<file path="config.mk">
export PLATFORM = sky130hd
export DESIGN_NAME = show_uart_tx
export DESIGN_NICKNAME = d
export VERILOG_FILES = /design/src/rtl/show_pkg.sv /design/src/rtl/show_fifo.sv /design/src/rtl/show_uart_tx.sv
export SDC_FILE = /design/constraint.sdc
export NUM_CORES = 1
export LEC_CHECK = 0
export ABC_AREA = 1
export CORE_MARGIN = 2
export CORE_UTILIZATION = 52
export DETAILED_ROUTE_END_ITERATION = 8
export PLACE_DENSITY_LB_ADDON = 0.3
export SLEW_MARGIN = 30
export SYNTH_ARGS = -nofsm -noshare
export SYNTH_HDL_FRONTEND = slang
export SYNTH_HIERARCHICAL = 1
export SYNTH_SLANG_ARGS = --single-unit
</file>
<file path="constraint.sdc">
create_clock -name clk -period 5.2 [get_ports clk]
set_clock_uncertainty 0.05 [all_clocks]
set_input_delay 1.04 -clock clk [delete_from_list [all_inputs] [get_ports clk]]
set_output_delay 1.04 -clock clk [all_outputs]
set_load 0.005 [all_outputs]
</file>
<file path="src/rtl/show_pkg.sv">
// Shared types and constants for the show-port UART transmitter.
// SHOW_TAG_EN adds a channel-tag frame ahead of every data frame.
package show_pkg;

    localparam int unsigned FrameBits = 10;

    localparam logic [7:0] TagA = 8'h41;
    localparam logic [7:0] TagB = 8'h42;
    localparam logic [7:0] TagC = 8'h43;

`ifdef SHOW_TAG_EN
    typedef enum logic [2:0] {
        StIdle,
        StStart,
        StData,
        StStop,
        StTagStart,
        StTagData,
        StTagStop
    } tx_state_e;

    function automatic logic [7:0] tag_byte(input logic [1:0] ch);
        logic [7:0] t;
        case (ch)
            2'b01:   t = TagA;
            2'b10:   t = TagB;
            default: t = TagC;
        endcase
        return t;
    endfunction
`else
    typedef enum logic [1:0] {
        StIdle,
        StStart,
        StData,
        StStop
    } tx_state_e;
`endif

endpackage

</file>
<file path="src/rtl/show_fifo.sv">
// Synchronous FIFO with registered pointers and an occupancy count one bit wider
// than the pointers; a push into a full FIFO succeeds when a pop happens on the same edge.
module show_fifo #(
    parameter int unsigned WIDTH = 8,
    parameter int unsigned DEPTH = 8
) (
    input  logic                     clk_i,
    input  logic                     reset_i,
    input  logic                     push_i,
    input  logic [WIDTH-1:0]         wdata_i,
    input  logic                     pop_i,
    output logic [WIDTH-1:0]         rdata_o,
    output logic                     full_o,
    output logic                     empty_o,
    output logic [$clog2(DEPTH):0]   count_o
);

    localparam int unsigned AW = $clog2(DEPTH);

    logic [WIDTH-1:0] mem_q [DEPTH];
    logic [AW-1:0]    wr_ptr_q, wr_ptr_d;
    logic [AW-1:0]    rd_ptr_q, rd_ptr_d;
    logic [AW:0]      count_q, count_d;
    logic             do_push, do_pop;

    assign full_o  = (count_q == (AW+1)'(DEPTH));
    assign empty_o = (count_q == '0);
    assign count_o = count_q;
    assign rdata_o = mem_q[rd_ptr_q];

    always_comb begin
        do_pop   = pop_i && !empty_o;
        do_push  = push_i && (!full_o || do_pop);
        wr_ptr_d = do_push ? wr_ptr_q + AW'(1) : wr_ptr_q;
        rd_ptr_d = do_pop ? rd_ptr_q + AW'(1) : rd_ptr_q;
        count_d  = count_q;
        case ({do_push, do_pop})
            2'b10:   count_d = count_q + (AW+1)'(1);
            2'b01:   count_d = count_q - (AW+1)'(1);
            default: count_d = count_q;
        endcase
    end

    always_ff @(posedge clk_i) begin
        if (reset_i) begin
            wr_ptr_q <= '0;
            rd_ptr_q <= '0;
            count_q  <= '0;
        end else begin
            wr_ptr_q <= wr_ptr_d;
            rd_ptr_q <= rd_ptr_d;
            count_q  <= count_d;
        end
    end

    // Storage is not reset; the count alone decides what is valid.
    always_ff @(posedge clk_i) begin
        if (!reset_i && do_push) begin
            mem_q[wr_ptr_q] <= wdata_i;
        end
    end

endmodule

</file>
<file path="src/rtl/show_uart_tx.sv">
// Buffers CPU show events and serialises them as 8N1 UART frames on tx.
// Define SHOW_TAG_EN to precede each data frame with an 'A'/'B'/'C' channel tag frame.
module show_uart_tx
    import show_pkg::*;
#(
    parameter int unsigned DEPTH        = 8,
    parameter int unsigned CLKS_PER_BIT = 16
) (
    input  logic       clk,
    input  logic       reset,
    input  logic [1:0] ShowE,
    input  logic [7:0] ShowDataE,
    output logic       tx,
    output logic       busy,
    output logic       overflow
);

    localparam int unsigned BW = $clog2(CLKS_PER_BIT);
`ifdef SHOW_TAG_EN
    localparam int unsigned EW = 10;
`else
    localparam int unsigned EW = 8;
`endif

    tx_state_e            state_q, state_d;
    logic [BW-1:0]        baud_q, baud_d;
    logic [2:0]           bit_q, bit_d;
    logic [7:0]           shift_q, shift_d;
    logic                 tx_q, tx_d;
    logic                 overflow_q, overflow_d;
`ifdef SHOW_TAG_EN
    logic [7:0]           hold_q, hold_d;
`endif

    logic                 show_valid;
    logic [EW-1:0]        push_data;
    logic [EW-1:0]        head;
    logic                 pop;
    logic                 fifo_full, fifo_empty;
    logic [$clog2(DEPTH):0] fifo_count;
    logic                 baud_end;

    assign show_valid = (ShowE != 2'b00);
`ifdef SHOW_TAG_EN
    assign push_data = {ShowE, ShowDataE};
`else
    assign push_data = ShowDataE;
`endif

    show_fifo #(
        .WIDTH(EW),
        .DEPTH(DEPTH)
    ) u_fifo (
        .clk_i   (clk),
        .reset_i (reset),
        .push_i  (show_valid),
        .wdata_i (push_data),
        .pop_i   (pop),
        .rdata_o (head),
        .full_o  (fifo_full),
        .empty_o (fifo_empty),
        .count_o (fifo_count)
    );

    assign baud_end = (baud_q == BW'(CLKS_PER_BIT - 1));

    always_comb begin
        state_d    = state_q;
        baud_d     = baud_q;
        bit_d      = bit_q;
        shift_d    = shift_q;
        pop        = 1'b0;
`ifdef SHOW_TAG_EN
        hold_d     = hold_q;
`endif
        case (state_q)
            StIdle: begin
                if (!fifo_empty) begin
                    pop    = 1'b1;
                    baud_d = '0;
                    bit_d  = '0;
`ifdef SHOW_TAG_EN
                    shift_d = tag_byte(head[9:8]);
                    hold_d  = head[7:0];
                    state_d = StTagStart;
`else
                    shift_d = head;
                    state_d = StStart;
`endif
                end
            end
            StStart: begin
                if (baud_end) begin
                    baud_d  = '0;
                    state_d = StData;
                end else begin
                    baud_d = baud_q + BW'(1);
                end
            end
            StData: begin
                if (baud_end) begin
                    baud_d = '0;
                    if (bit_q == 3'd7) begin
                        state_d = StStop;
                    end else begin
                        bit_d   = bit_q + 3'd1;
                        shift_d = {1'b0, shift_q[7:1]};
                    end
                end else begin
                    baud_d = baud_q + BW'(1);
                end
            end
            StStop: begin
                if (baud_end) begin
                    baud_d  = '0;
                    state_d = StIdle;
                end else begin
                    baud_d = baud_q + BW'(1);
                end
            end
`ifdef SHOW_TAG_EN
            StTagStart: begin
                if (baud_end) begin
                    baud_d  = '0;
                    state_d = StTagData;
                end else begin
                    baud_d = baud_q + BW'(1);
                end
            end
            StTagData: begin
                if (baud_end) begin
                    baud_d = '0;
                    if (bit_q == 3'd7) begin
                        state_d = StTagStop;
                    end else begin
                        bit_d   = bit_q + 3'd1;
                        shift_d = {1'b0, shift_q[7:1]};
                    end
                end else begin
                    baud_d = baud_q + BW'(1);
                end
            end
            StTagStop: begin
                // Data frame follows its tag directly, without an idle cycle.
                if (baud_end) begin
                    baud_d  = '0;
                    bit_d   = '0;
                    shift_d = hold_q;
                    state_d = StStart;
                end else begin
                    baud_d = baud_q + BW'(1);
                end
            end
`endif
            default: state_d = StIdle;
        endcase

        // tx is registered from the next state so each level appears right after its edge.
        tx_d = 1'b1;
        case (state_d)
            StStart: tx_d = 1'b0;
            StData:  tx_d = shift_d[0];
`ifdef SHOW_TAG_EN
            StTagStart: tx_d = 1'b0;
            StTagData:  tx_d = shift_d[0];
`endif
            default: tx_d = 1'b1;
        endcase

        overflow_d = overflow_q | (show_valid && fifo_full && !pop);
    end

    always_ff @(posedge clk) begin
        if (reset) begin
            state_q    <= StIdle;
            baud_q     <= '0;
            bit_q      <= '0;
            shift_q    <= '0;
            tx_q       <= 1'b1;
            overflow_q <= 1'b0;
`ifdef SHOW_TAG_EN
            hold_q     <= '0;
`endif
        end else begin
            state_q    <= state_d;
            baud_q     <= baud_d;
            bit_q      <= bit_d;
            shift_q    <= shift_d;
            tx_q       <= tx_d;
            overflow_q <= overflow_d;
`ifdef SHOW_TAG_EN
            hold_q     <= hold_d;
`endif
        end
    end

    assign tx       = tx_q;
    assign overflow = overflow_q;
    assign busy     = (fifo_count != '0) || (state_q != StIdle);

endmodule

</file>
Yosys cells after proc, flatten, opt, wreduce, memory -nomap -nowiden
Memory sizes are Yosys's and may differ from the RTL's. A register that Yosys moved wholly into a read port is not among the register bits.
Cells that the tools add are included.
Word-level totals
  output and inout bits: 3
  register bits: 29
  bits in writable memories: 64
  logic and storage cells: 76
  memories kept: 1
Operators by class
  mux-type cells: 25
  bitwise operators: 1
  reduce and logical (&&, ||, !) cells: 20
  add/subtract/negate cells: 6
  eq/ne operators: 13
Memory list
  u_fifo.mem_q: depth 8, width 8, read ports 1, clocked after memory_dff 1, write ports 1, RTL line show_fifo.sv:20  | logic [WIDTH-1:0] mem_q [DEPTH];
Operator list (number)
  $mux 8: 3
  $pmux 4 s2: 2
  $pmux 8 s2: 1
  $mux 3: 5
  $mux 2: 5
  $add 3x1->3 const B: 3
  $add 4x1->4 const B: 2
  $eq 2x2->1 const B: 4
  $eq 4x4->1 const B: 2
  $mux 4: 2
  $pmux 2 s4: 1
  $reduce_bool 2->1: 4
  $eq 2x1->1 const B: 3
  $ne 2x2->1 const B: 3
  $pmux 3 s2: 1
  $logic_and 1x1->1: 5
  $logic_not 1->1: 4
  $logic_not 4->1: 1
  $mux 1: 4
  $reduce_and 4->1: 1
  $reduce_bool 4->1: 1
  $sub 4x1->4 const B: 1
  $eq 3x3->1 const B: 1
  $reduce_or 3->1: 1
  other kinds (4): 5

Longest topological paths before layout
  depth in word-level cells: 9
  gate-level depth with buffers: 15

Cells and area by module
The synthesis kept the hierarchy.
Modules (own cells, without submodules)
  show_fifo: cells an instance 258, seq. area each 2182.1 µm², times used 1, area each 3223.1 µm²
  show_uart_tx: cells an instance 131, seq. area each 380.4 µm², times used 1, area each 938.4 µm²

Least setup slack after synthesis
OpenSTA, ideal clock, no wires.
  kind: in2reg
  start point: in ShowE[1]
  end point: reg u_fifo.count_q[3] (netlist: u_fifo/count_o[3])
  path slack: 2.564 ns
  cell stages on the path: 11
  arrival time: 2.470 ns
  required time: 5.034 ns
  cells stage by stage: or2_2 > inv_1 > nand3_2 > inv_1 > ha_1 > a21oi_1 > nand3_1 > nand2_2 > nand3_1 > nand2_1 > nor2_2
On the way
  cells in the longest elaborated chain, start to end: 4
RTL lines
  start: declaration: RTL line show_uart_tx.sv:11  | input logic [1:0] ShowE,
  $reduce_bool 2->1 (*): RTL line show_uart_tx.sv:43  | assign show_valid = (ShowE != 2'b00);
  $logic_and 1x1->1 (*): RTL line show_fifo.sv:33  | do_push = push_i && (!full_o || do_pop);
  $eq 2x1->1 / $eq 2x2->1 (equally long branches): RTL line show_fifo.sv:37  | case ({do_push, do_pop})
  $pmux 4 s2 / $reduce_bool 2->1 (equally long branches)
  end signal: assignment: RTL line show_fifo.sv:52  | count_q <= count_d;
  end: declaration: RTL line show_fifo.sv:23  | logic [AW:0] count_q, count_d;
Every way passes the cells marked *; elsewhere a longest branch is shown, timed or not.
A chain may end at the register's enable or synchronous reset.

Worst setup path in the final report
  start point: in ShowE[1]
  end point: reg u_fifo.count_q[3] (netlist: u_fifo/count_o[3])
On the way
  cells in the longest elaborated chain, start to end: 4
RTL lines
  $reduce_bool 2->1 (*): RTL line show_uart_tx.sv:43
  named net show_valid: RTL line show_uart_tx.sv:35  | logic show_valid;
  $logic_and 1x1->1 (*): RTL line show_fifo.sv:33
  $eq 2x1->1 / $eq 2x2->1 (equally long branches): RTL line show_fifo.sv:37
  $pmux 4 s2 / $reduce_bool 2->1 (equally long branches)
Mark *: on every way through the listed nets, which the timed path passes. The rest lies on a longest branch.

==> metrics.txt <==
hold buffers post-CTS=0; CP endpoint kind=register; Syn Inst Count=389; Max Freq=0.3516 GHz; yosys warns=6; wire length per cell=15.66 um; Hold Path Origin=bit_q[1]; worst hold slack=0.4216 ns; synthesized flop and latch total=96; RR Startpoint=u_fifo/count_o[0]; Fin. Hold Viols=0; Worst Path Required=5.40 ns; mapped cell area=4161 um2; DP Worst Slack=1.968 ns; setup_tns=0 ns; worst slew pin tran=0.9131 ns; DR vias=2785; num rows=32; Die Wd=93.46 um; Routed Antenna Nets=0; Post-Synthesis Net Count=409; Crit Path Class=in2reg; Die Y=93.46 um; crit path time final=2.844 ns; DR pass1 iterations=4; CTS Buf Count=9; first-pass GRT wire length=13.38 mm; Finish-stage setup viols=0; clock sinks=96; startpoint types=primary input; vias in the first global route=2760; die area=8735 um2; mean post-synth cell area=10.70 um2; max-slew violations=0; Slew HR=0.3904; DRC viols=0; All-Layer GR Usage=0.2011; Final #Nets=423; Final WS setup=2.356 ns; type of the worst min-delay path=reg2reg; Post-Place Cells=494; power per cell area=455.3 nW/um2; clk_lat worst skew=0.35 ns; Starting Density=0.5385; RSZ-0062 raised after global routing=no; largest net degree at the start of global routing=34; clock tree buffer depth=2; status=complete, no violations; post-synthesis sequential area ratio=0.6158; Worst VDD drop=0.3045 mV; Worst Path Arrival=3.04 ns; antenna violations before repair=0; H-tree depth=3; setup bufs post-CTS=0; Area Growth Syn to Fin=9.832%; DP HPWL=5.481 mm; PortBufs=14; Netlist cell types=36; CTS tree=yes; post-CTS sizing=0; io pins=15; Leakage=0.001683 uW; Post-Layout Cell Count=510; starting DRC count in detailed routing=239; GR Overflow Total=0; WL final=7.987 mm; Root Driver=clkbuf_8; layout cell share with drive strength beyond 1=0.1127; Power Total=2081 uW; # diodes=0; Placer Congestion=0.8412; Max FO, Critical Path=5; final period utilization=0.5469; CTS clk-pin slew, worst paths=0.09 ns; Worst setup startpoint=ShowE[1]; max-cap violation count=0; core outline area=7727 um2; Via density=5.461
[stage by stage]
stage | utilization | instance area [um2]
floorplan | - | 4161
global placement | 0.5636 | 4355
detailed placement | 0.5636 | 4355
CTS | 0.5889 | 4551
global route | 0.5915 | 4571
finish | 0.5915 | 4571
[where the power goes]
group,switching (uW),leakage (uW),internal (uW)
Combinational,395,0.000746,221
Clock,252,0.0000945,224
Sequential,78.3,0.000842,910
[worst paths after layout]
check	endpoint	cells after the start	slack (ns)
setup / recovery	u_fifo/count_o[3]	12	2.36
hold / removal	bit_q[1]	2	0.42
setup reg to reg	u_fifo/mem_q[1][7]	12	2.55
hold reg to reg	bit_q[1]	2	0.42
[synthesized netlist by cell type (all sizes together)]
master | count | area (um2)
or2 | 1 | 6.260
a31oi | 7 | 43.79
ha | 7 | 87.58
dfxtp | 32 | 640.6
nand3b | 2 | 15.01
nor2 | 38 | 160.2
edfxtp | 64 | 1922
clkbuf | 4 | 15.01
a22oi | 1 | 7.510
buf | 9 | 73.82
fa | 1 | 20.02
nor4 | 1 | 6.260
o21ai | 23 | 115.1
nor3 | 4 | 20.02
inv | 32 | 122.6
o22ai | 16 | 100.1
nand3 | 19 | 127.6
a211oi | 1 | 7.510
mux2i | 16 | 160.2
xor2 | 3 | 26.28
nand2 | 80 | 327.8
nand4 | 8 | 50.05
a21oi | 19 | 102.6
clkinv | 1 | 3.750
[critical path: stages]
cell	delay [ns]
clkdlybuf4s50_1	0.39
or2_2	0.35
inv_1	0.11
nand3_2	0.15
inv_1	0.13
ha_1	0.27
a21oi_1	0.21
nand3_1	0.11
nand2_2	0.09
nand3_1	0.07
nand2_1	0.08
nor2_2	0.04
[flip-flops by register name (all words and copies together), names as in the netlist, named ones only]
name             count
u_fifo/mem_q        64
shift_q              8
baud_q               4
u_fifo/count_o       4
bit_q                3
u_fifo/rd_ptr_q      3
u_fifo/wr_ptr_q      3
state_q              2
overflow             1
tx                   1
[logic make-up (layout without fill, tap and decap cells)]
logic type	count (synthesis)	after routing	synth area share
AO/OA/AOI/OAI	67	67	0.09050
XOR/XNOR	3	3	0.006315
multiplexers	16	16	0.03848
AND/OR/NAND/NOR	153	153	0.1714
buffers and inverters	46	65	0.05171
adder cells (fa/ha/maj)	8	8	0.02586
flip-flops	96	96	0.6158
[layer usage]
metal | share of wire | track usage
met1 | 0.48 | 0.2791
met2 | 0.47 | 0.3189
met3 | 0.037 | 0.03143
met4 | 0.019 | 0.07843
met5 | 0 | 0
[final cells by class]
| type | count | area [um2] |
|---|---|---|
| fill | 625 | 3157 |
| sequential | 96 | 2562 |
| multi-input combinational | 247 | 1404 |
| timing repair buffer | 16 | 155.1 |
| clock buffer | 10 | 127.6 |
| tap | 102 | 127.6 |
| inverter | 33 | 126.4 |
| clock inverter | 6 | 67.56 |
[cells in the final DEF (no fill, tap or decap), drive strengths merged]
| cell | netlist | layout |
|---|---|---|
| nand2 | 80 | 80 |
| nor4 | 1 | 1 |
| nand4 | 8 | 8 |
| edfxtp | 64 | 64 |
| a22oi | 1 | 1 |
| clkbuf | 4 | 10 |
| nor3 | 4 | 4 |
| o22ai | 16 | 16 |
| o21ai | 23 | 23 |
| clkinv | 1 | 4 |
| dfxtp | 32 | 32 |
| a21oi | 19 | 19 |
| buf | 9 | 2 |
| nand3 | 19 | 19 |
| nand3b | 2 | 2 |
| fa | 1 | 1 |
| nor2 | 38 | 38 |
| or2 | 1 | 1 |
| ha | 7 | 7 |
| inv | 32 | 33 |
| a31oi | 7 | 7 |
| clkinvlp | 0 | 1 |
| bufinv | 0 | 1 |
| mux2i | 16 | 16 |
| xor2 | 3 | 3 |
| a211oi | 1 | 1 |
| clkdlybuf4s50 | 0 | 14 |
Power figures use the tool's default switching activity.
